==> config.mk <==
export PLATFORM = sky130hd
export DESIGN_NAME = pmod_input_conditioner
export DESIGN_NICKNAME = d
export VERILOG_FILES = /design/src/rtl/pmod_input_conditioner_pkg.sv /design/src/rtl/pmod_input_conditioner_debounce_bit.sv /design/src/rtl/pmod_input_conditioner.sv
export SDC_FILE = /design/constraint.sdc
export NUM_CORES = 1
export LEC_CHECK = 0
export BUFFER_PORTS_ARGS = -buffer_cell sky130_fd_sc_hd__buf_4
export CORE_MARGIN = 2
export CORE_UTILIZATION = 28
export CTS_CLUSTER_DIAMETER = 30
export DETAILED_ROUTE_END_ITERATION = 10
export GPL_TIMING_DRIVEN = 0
export MAX_ROUTING_LAYER = met4
export PLACE_DENSITY = 0.49
export SLEW_MARGIN = 25
export SYNTH_ARGS = -nofsm -noshare
export SYNTH_HDL_FRONTEND = slang
export SYNTH_SLANG_ARGS = --single-unit
==> constraint.sdc <==
create_clock -name clk -period 1.6 [get_ports clk]
set_input_delay 0.16 -clock clk [delete_from_list [all_inputs] [get_ports clk]]
set_output_delay 0.16 -clock clk [all_outputs]
set_load 0.03 [all_outputs]
==> src/rtl/pmod_input_conditioner_pkg.sv <==
// rtl/pmod_input_conditioner_pkg.sv - shared constants for the PMOD input conditioner
package pmod_pkg;

   localparam int PMOD_WIDTH     = 8;
   localparam int OPERAND_WIDTH  = 4;
   localparam int DEFAULT_CLK_HZ = 12000000;

   // op_a takes PMOD1..PMOD4, op_b takes PMOD7..PMOD10
   localparam int OP_A_LSB = 0;
   localparam int OP_A_MSB = OP_A_LSB + OPERAND_WIDTH - 1;
   localparam int OP_B_LSB = OPERAND_WIDTH;
   localparam int OP_B_MSB = OP_B_LSB + OPERAND_WIDTH - 1;

   typedef logic [OPERAND_WIDTH-1:0] operand_t;

endpackage

==> src/rtl/pmod_input_conditioner_debounce_bit.sv <==
// rtl/pmod_input_conditioner_debounce_bit.sv - per-pin synchroniser, debounce counter and edge pulses
module debounce_bit
   import pmod_pkg::*;
#(
   parameter int STABLE_SAMPLES = 8
) (
   input  logic clk,
   input  logic rst_n,
   input  logic din,
   input  logic tick,
   output logic clean,
   output logic rise,
   output logic fall
);

   localparam int            CW   = $clog2(STABLE_SAMPLES + 1);
   localparam logic [CW-1:0] LAST = CW'(STABLE_SAMPLES - 1);

   logic [1:0]    sync_q;
   logic [CW-1:0] cnt;
   logic          sync_bit;
   logic          accept;

   assign sync_bit = sync_q[1];
   assign accept   = tick && (sync_bit != clean) && (cnt == LAST);

   always_ff @(posedge clk or negedge rst_n) begin
      if (!rst_n) begin
         sync_q <= '0;
         cnt    <= '0;
         clean  <= 1'b0;
         rise   <= 1'b0;
         fall   <= 1'b0;
      end else begin
         sync_q <= {sync_q[0], din};
         rise   <= accept && sync_bit;
         fall   <= accept && !sync_bit;
         // any sample agreeing with the current level abandons a pending change
         if (tick) begin
            if (sync_bit == clean) begin
               cnt <= '0;
            end else if (cnt == LAST) begin
               clean <= sync_bit;
               cnt   <= '0;
            end else begin
               cnt <= cnt + 1'b1;
            end
         end
      end
   end

endmodule

==> src/rtl/pmod_input_conditioner.sv <==
// rtl/pmod_input_conditioner.sv - synchronise, debounce and split the 8 PMOD switch pins into adder operands
module pmod_input_conditioner
   import pmod_pkg::*;
#(
   parameter int CLK_HZ         = DEFAULT_CLK_HZ,
   parameter int SAMPLE_HZ      = 1000,
   parameter int STABLE_SAMPLES = 8,
   parameter int WIDTH          = PMOD_WIDTH
) (
   input  logic                     clk,
   input  logic                     rst_n,
   input  logic [WIDTH-1:0]         pmod_in,
   output logic [WIDTH-1:0]         clean,
   output logic [OPERAND_WIDTH-1:0] op_a,
   output logic [OPERAND_WIDTH-1:0] op_b,
   output logic [WIDTH-1:0]         rise,
   output logic [WIDTH-1:0]         fall,
   output logic                     update,
   output logic                     sample_tick
);

   localparam int            DIV      = CLK_HZ / SAMPLE_HZ;
   localparam int            PW       = (DIV > 2) ? $clog2(DIV) : 1;
   localparam logic [PW-1:0] CNT_LAST = PW'(DIV - 1);
   localparam logic [PW-1:0] CNT_PRE  = PW'(DIV - 2);

   if (DIV < 2 || STABLE_SAMPLES < 1 || WIDTH != PMOD_WIDTH) begin : g_param_error
      $error("pmod_input_conditioner: need DIV>=2, STABLE_SAMPLES>=1, WIDTH==8");
   end

   logic [PW-1:0] count;

   // tick is registered one count early so it is high exactly while count==DIV-1
   always_ff @(posedge clk or negedge rst_n) begin
      if (!rst_n) begin
         count       <= '0;
         sample_tick <= 1'b0;
      end else begin
         count       <= (count == CNT_LAST) ? '0 : count + 1'b1;
         sample_tick <= (count == CNT_PRE);
      end
   end

   for (genvar i = 0; i < WIDTH; i++) begin : g_bit
      debounce_bit #(
         .STABLE_SAMPLES(STABLE_SAMPLES)
      ) u_debounce (
         .clk  (clk),
         .rst_n(rst_n),
         .din  (pmod_in[i]),
         .tick (sample_tick),
         .clean(clean[i]),
         .rise (rise[i]),
         .fall (fall[i])
      );
   end

   // OR of the registered edge flops, so it shares their timing exactly
   assign update = (|rise) | (|fall);

   assign op_a = clean[OP_A_MSB:OP_A_LSB];
   assign op_b = clean[OP_B_MSB:OP_B_LSB];

endmodule

# == After elaboration in Yosys (flattened, before gate mapping) ==
# Index checks and enable logic that the tools add are counted.
# classes
n_addsub,9
multipliers,0
n_div,0
n_lt_le_gt_ge,0
eq_ne,26
shift,0
muxes,17
bitwise,9
n_reduce_logical,50
# ops
cell,n
2-to-1 mux 4 bit,16
"adder 4 x 1 -> 4 bit, second input constant",8
"equality test 4 x 3 -> 1 bit, second input constant",8
logical AND 1 bit,32
"equality test 14 bit, second input constant",2
AND reduction 3 bit,8
OR reduction 8 bit,2
"adder 14 x 1 -> 14 bit, second input constant",1
2-to-1 mux 14 bit,1
equality test 1 bit,8
logical NOT 1 bit,8
inequality test 1 bit,8
NOT 1 bit,8
bitwise OR 1 bit,1
# word_totals
register_bits,87
latchBits,0
mem_bits_rw,0
mem_bits_ro,0
in_bits,10
mem_count,0

# == Longest topological paths before layout ==
# logic_depth
word_depth,4
mapped_depth,6

# == Modules after synthesis ==
# From an unflattened synthesis, not the netlist that was laid out.
# unflattened
hier_cells,331
hier_area_um2,3898.7
# by_module_without_submodules
mod,instances,cells_per_inst,area_per_inst_um2,seq_area_each_um2
debounce_bit,8,31,380.4,225.2
pmod_input_conditioner,1,83,855.8,375.4

# == Worst setup path before layout ==
# Ideal clock, no wire load.
# synth_timing
path_kind,register -> register
from,reg sample_tick
to,reg g_bit[0].u_debounce.cnt[3]
arrival_time_ns,1.524
path_slack_ns,-0.014
stages_incl_launch_ff,6
synth_period_minus_slack_ns,1.614
cell_sequence,dfrtp_1 -> buf_4 -> inv_1 -> a311o_1 -> or3_1 -> o221ai_1
# synth_rtl
item,line_no,source
"start, declared",pmod_input_conditioner.sv:19,output logic sample_tick
"start signal, assigned",pmod_input_conditioner.sv:40,sample_tick <= (count == CNT_PRE);
"end signal, assigned",pmod_input_conditioner_debounce_bit.sv:46,cnt <= cnt + 1'b1;
"end, declared",pmod_input_conditioner_debounce_bit.sv:20,logic [CW-1:0] cnt;

# == Worst setup path in the final report ==
# layout_timing
from,reg g_bit[6].u_debounce.fall
to,out update
# layout_via
elab_chain_cells,2
# layout_lines
item,line_no,source
"start, declared",pmod_input_conditioner_debounce_bit.sv:13,output logic fall
"start signal, assigned",pmod_input_conditioner_debounce_bit.sv:37,fall <= accept && !sync_bit;
OR reduction 8 bit,pmod_input_conditioner.sv:59,assign update = (|rise) | (|fall);
bitwise OR 1 bit,pmod_input_conditioner.sv:59,
"end, declared",pmod_input_conditioner.sv:18,"output logic update,"
# Every way passes these cells.

==> run_results.csv <==
group,metric,value,unit
run_status,status,"complete, but fails checks",
run_status,violations,"setup timing",
timing,rsz0062_at_grt,"yes",
worst_setup_path,setup.worst_path.class,"reg -> out",
global_routing,antenna_found_initial,0,
global_routing,grt_overflow_total,0,
synth,synth_seq_cells,87,
worst_setup_path,cpPeakStageDelay,0.41,ns
die,ios,44,
global_routing,grt_util_met3,3.371,%
worst_setup_path,required,1.44,ns
synth,synth_nets,370,
cells_and_area,nFillCells,1397,
timing,finalHoldViolCount,0,
synth,synth_cell_types,32,
global_routing,met1_usage,12.87,%
synth,yosysSeqAreaShare,55.68,%
die,die_h,122.2,um
cells_and_area,nNetsFinal,441,
synth,netlist_instances,349,
route,vias,2740,
synth,synthesis.area,3910,sq um
route,drtIter0Drc,146,
cells_and_area,drive_gt1_share,28.07,%
cts,clk_path_buf_depth,2,
worst_setup_path,end_kind,"output port",
cts,h-tree-depth,3,
cts,clock_latency,0.34,ns
timing,worst_hold_slack,0.3486,ns
cts,cts_tree,"yes",
die,initial_core_util,28.39,%
timing,slew_viol_final,0,
route,finalWirelength,7505,um
timing,fmax,602.8,MHz
timing,max-slew-margin-rel,47.39,%
timing,fin_crit_sh,103.7,%
cells_and_area,ff_latch_area,2178,sq um
cells_and_area,areaGrowthSynthToFinish,28.42,%
route,wl_per_cell,12.43,um
die,die_area,14930,sq um
place,numPortBuffers,43,
synth,yosys_warnings,0,
power,combPwrFrac,2.1,%
worst_setup_path,crit_slowest_cell,"dfrtp_1",
global_routing,grt_max_degree,88,
synth,yosys.area.top_type_share,55.68,%
worst_setup_path,crit_arrival,1.50,ns
global_routing,grtUsageTotal,11.25,%
cells_and_area,multiInputGateArea,1481,sq um
cells_and_area,antenna_cells,0,
power,power_leakage,2.356,nW
power,power_switching,0.9305,mW
synth,syn_avg_cell_area,11.20,sq um
route,via_per_inst,4.536,
worst_setup_path,worstSetupStartpointType,"flip-flop",
timing,period_minus_slack,1.659,ns
power,ir_worst_vdd,370.5,uV
timing,finalWorstSetupSlack,-0.05890,ns
power,cellPowerDensity,938.8,nW/um^2
power,seqPwrFrac,47.4,%
power,cell_internal_pwr,3.783,mW
global_routing,grt_pass1_wl,12620,um
die,rows,43,
synth,synth_area_leaders,"dfrtp_1 (56%), buf_4 (6.3%), nand2_1 (4.0%)",
synth,yosysTopAreaCell,"dfrtp_1",
cts,cts.clk_slew.worst_paths,0.06,ns
place,place_congestion,0.7332,
power,clkPwrFrac,50.6,%
timing,setup_viol,1,
place,hpwlAfterDp,5072,um
job,drv_cap,0,
global_routing,grt-busiest-layer,"met2",
route,first_pass_iters,4,
global_routing,grt_use_met2,18.23,%
die,die-width,122.2,um
route,ant_nets,0,
timing,tightest_slew,0.7892,ns
worst_setup_path,crit_chain,"nor4_4 -> nand4_1 -> buf_4",
cts,cts_inserted_buffers,9,
power,switching_share,19.74,%
cts,cts.sink_count,87,
worst_setup_path,critPathMaxFanout,2,
timing,finClkSkew,0.006926,ns
route,drc,0,
die,core,13770,sq um
global_routing,grt_pass1_vias,2695,
cts,cts_root_buf,"clkbuf_16",
timing,fin_setup_tns,-0.05890,ns
worst_hold_path,hold_class,"reg -> reg",
-- what timing repair did --
action	4_1_cts	5_1_grt
pin swaps	6	4
setup buffers	4	4
endpoints found under the hold margin	95	0
resized for setup	10	6
setup endpoints to repair	36	28
hold buffers	9	0
-- critical path, delay by kind of cell, from the launching register on --
kind                   cells  cell delay [ns]
AND/OR/NAND/NOR            2             0.55
flip-flops                 1             0.41
buffers and inverters      1             0.20
-- layout by cell type (no fill, tap or decap), types with 9 or more instances in the layout --
cell type / count
dlygate4sd3_1: 9
nand4_1: 9
buf_4: 81
nor2_1: 16
o21ai_0: 20
nor3b_1: 16
dfrtp_1: 86
nand2_1: 42
clkbuf_16: 9
xnor2_1: 14
ha_1: 11
-- synth_stat cells, drive strengths merged --
master   number
a21o          4
a311o         4
and2          1
and3          4
and3b         2
buf          35
clkbuf        3
dfrtp        87
ha           11
inv           9
mux2          8
mux2i         4
nand2        42
nand2b        8
nand3         7
nand3b        2
nand4         9
nor2         16
nor3          7
nor3b        16
nor4          9
nor4b         1
o21ai        20
o221ai        4
o2bb2ai       8
o31ai         4
or3           4
xnor2        15
xor2          5
-- layout make-up --
cell class / instances / area share [%]
multi-input combinational: 215 / 29.50
tap: 180 / 4.485
clock inverter: 5 / 2.118
inverter: 9 / 0.7476
buffer: 38 / 5.632
sequential: 87 / 43.38
clock buffer: 10 / 4.560
timing repair buffer: 60 / 9.569
-- per-layer routing --
layer	part of all wire [%]	vias to the layer above
met4	2.0	0
met3	3.2	8
met1	45	1368
met2	50	29
met5	0	-
li1	-	1335
-- worst paths after layout --
check / startpoint / end / slack (ns) / cells after the start
min in group asynchronous: rst_n / g_bit[0].u_debounce.clean / 0.44 / 2
setup reg to reg: g_bit[1].u_debounce.clean / g_bit[1].u_debounce.cnt[3] / 0.05 / 4
max in group asynchronous: rst_n / sample_tick / 0.55 / 2
hold / removal: g_bit[4].u_debounce.sync_q[0] / g_bit[4].u_debounce.sync_q[1] / 0.35 / 0
setup / recovery: g_bit[6].u_debounce.fall / update / -0.06 / 3
hold reg to reg: g_bit[4].u_debounce.sync_q[0] / g_bit[4].u_debounce.sync_q[1] / 0.35 / 0
-- cells by family after synthesis --
kind of cell	after synthesis	synth area share, %
xor gates and xnor gates	20	4.480
AOI/OAI and AO/OA	44	7.808
buffers and inverters	47	7.712
adders and majority gates	11	3.520
DFF	87	55.68
muxes	12	3.328
and+or+nand+nor	128	17.47
-- per-stage QoR --
step                utilization [%]  total power, mW  setup slack, ns  cells  area, sq um
floorplan                         -            2.290          0.07367    349         3911
global placement              32.38            2.358          -0.1544    572         4459
detailed placement            32.40            2.360          -0.1927    572         4463
CTS                           36.03            4.796         -0.08531    600         4962
global route                  36.46            4.908         -0.09411    604         5021
finish                        36.46            4.714         -0.05890    604         5021
-- state kept, by name, summed over array words and instances, names as in the netlist --
signal                   cells
g_bit.u_debounce.cnt        32
g_bit.u_debounce.sync_q     16
count                       14
g_bit.u_debounce.clean       8
g_bit.u_debounce.fall        8
g_bit.u_debounce.rise        8
sample_tick                  1
-- power groups by stage --
stage | clock, mW | sequential, mW | combinational [mW]
floorplan | 0 | 2.27 | 0.0176
global placement | 0 | 2.27 | 0.0836
detailed placement | 0 | 2.27 | 0.0850
CTS | 2.46 | 2.23 | 0.102
global route | 2.56 | 2.24 | 0.112
finish | 2.38 | 2.23 | 0.0969
Power figures use the tool's default switching activity.
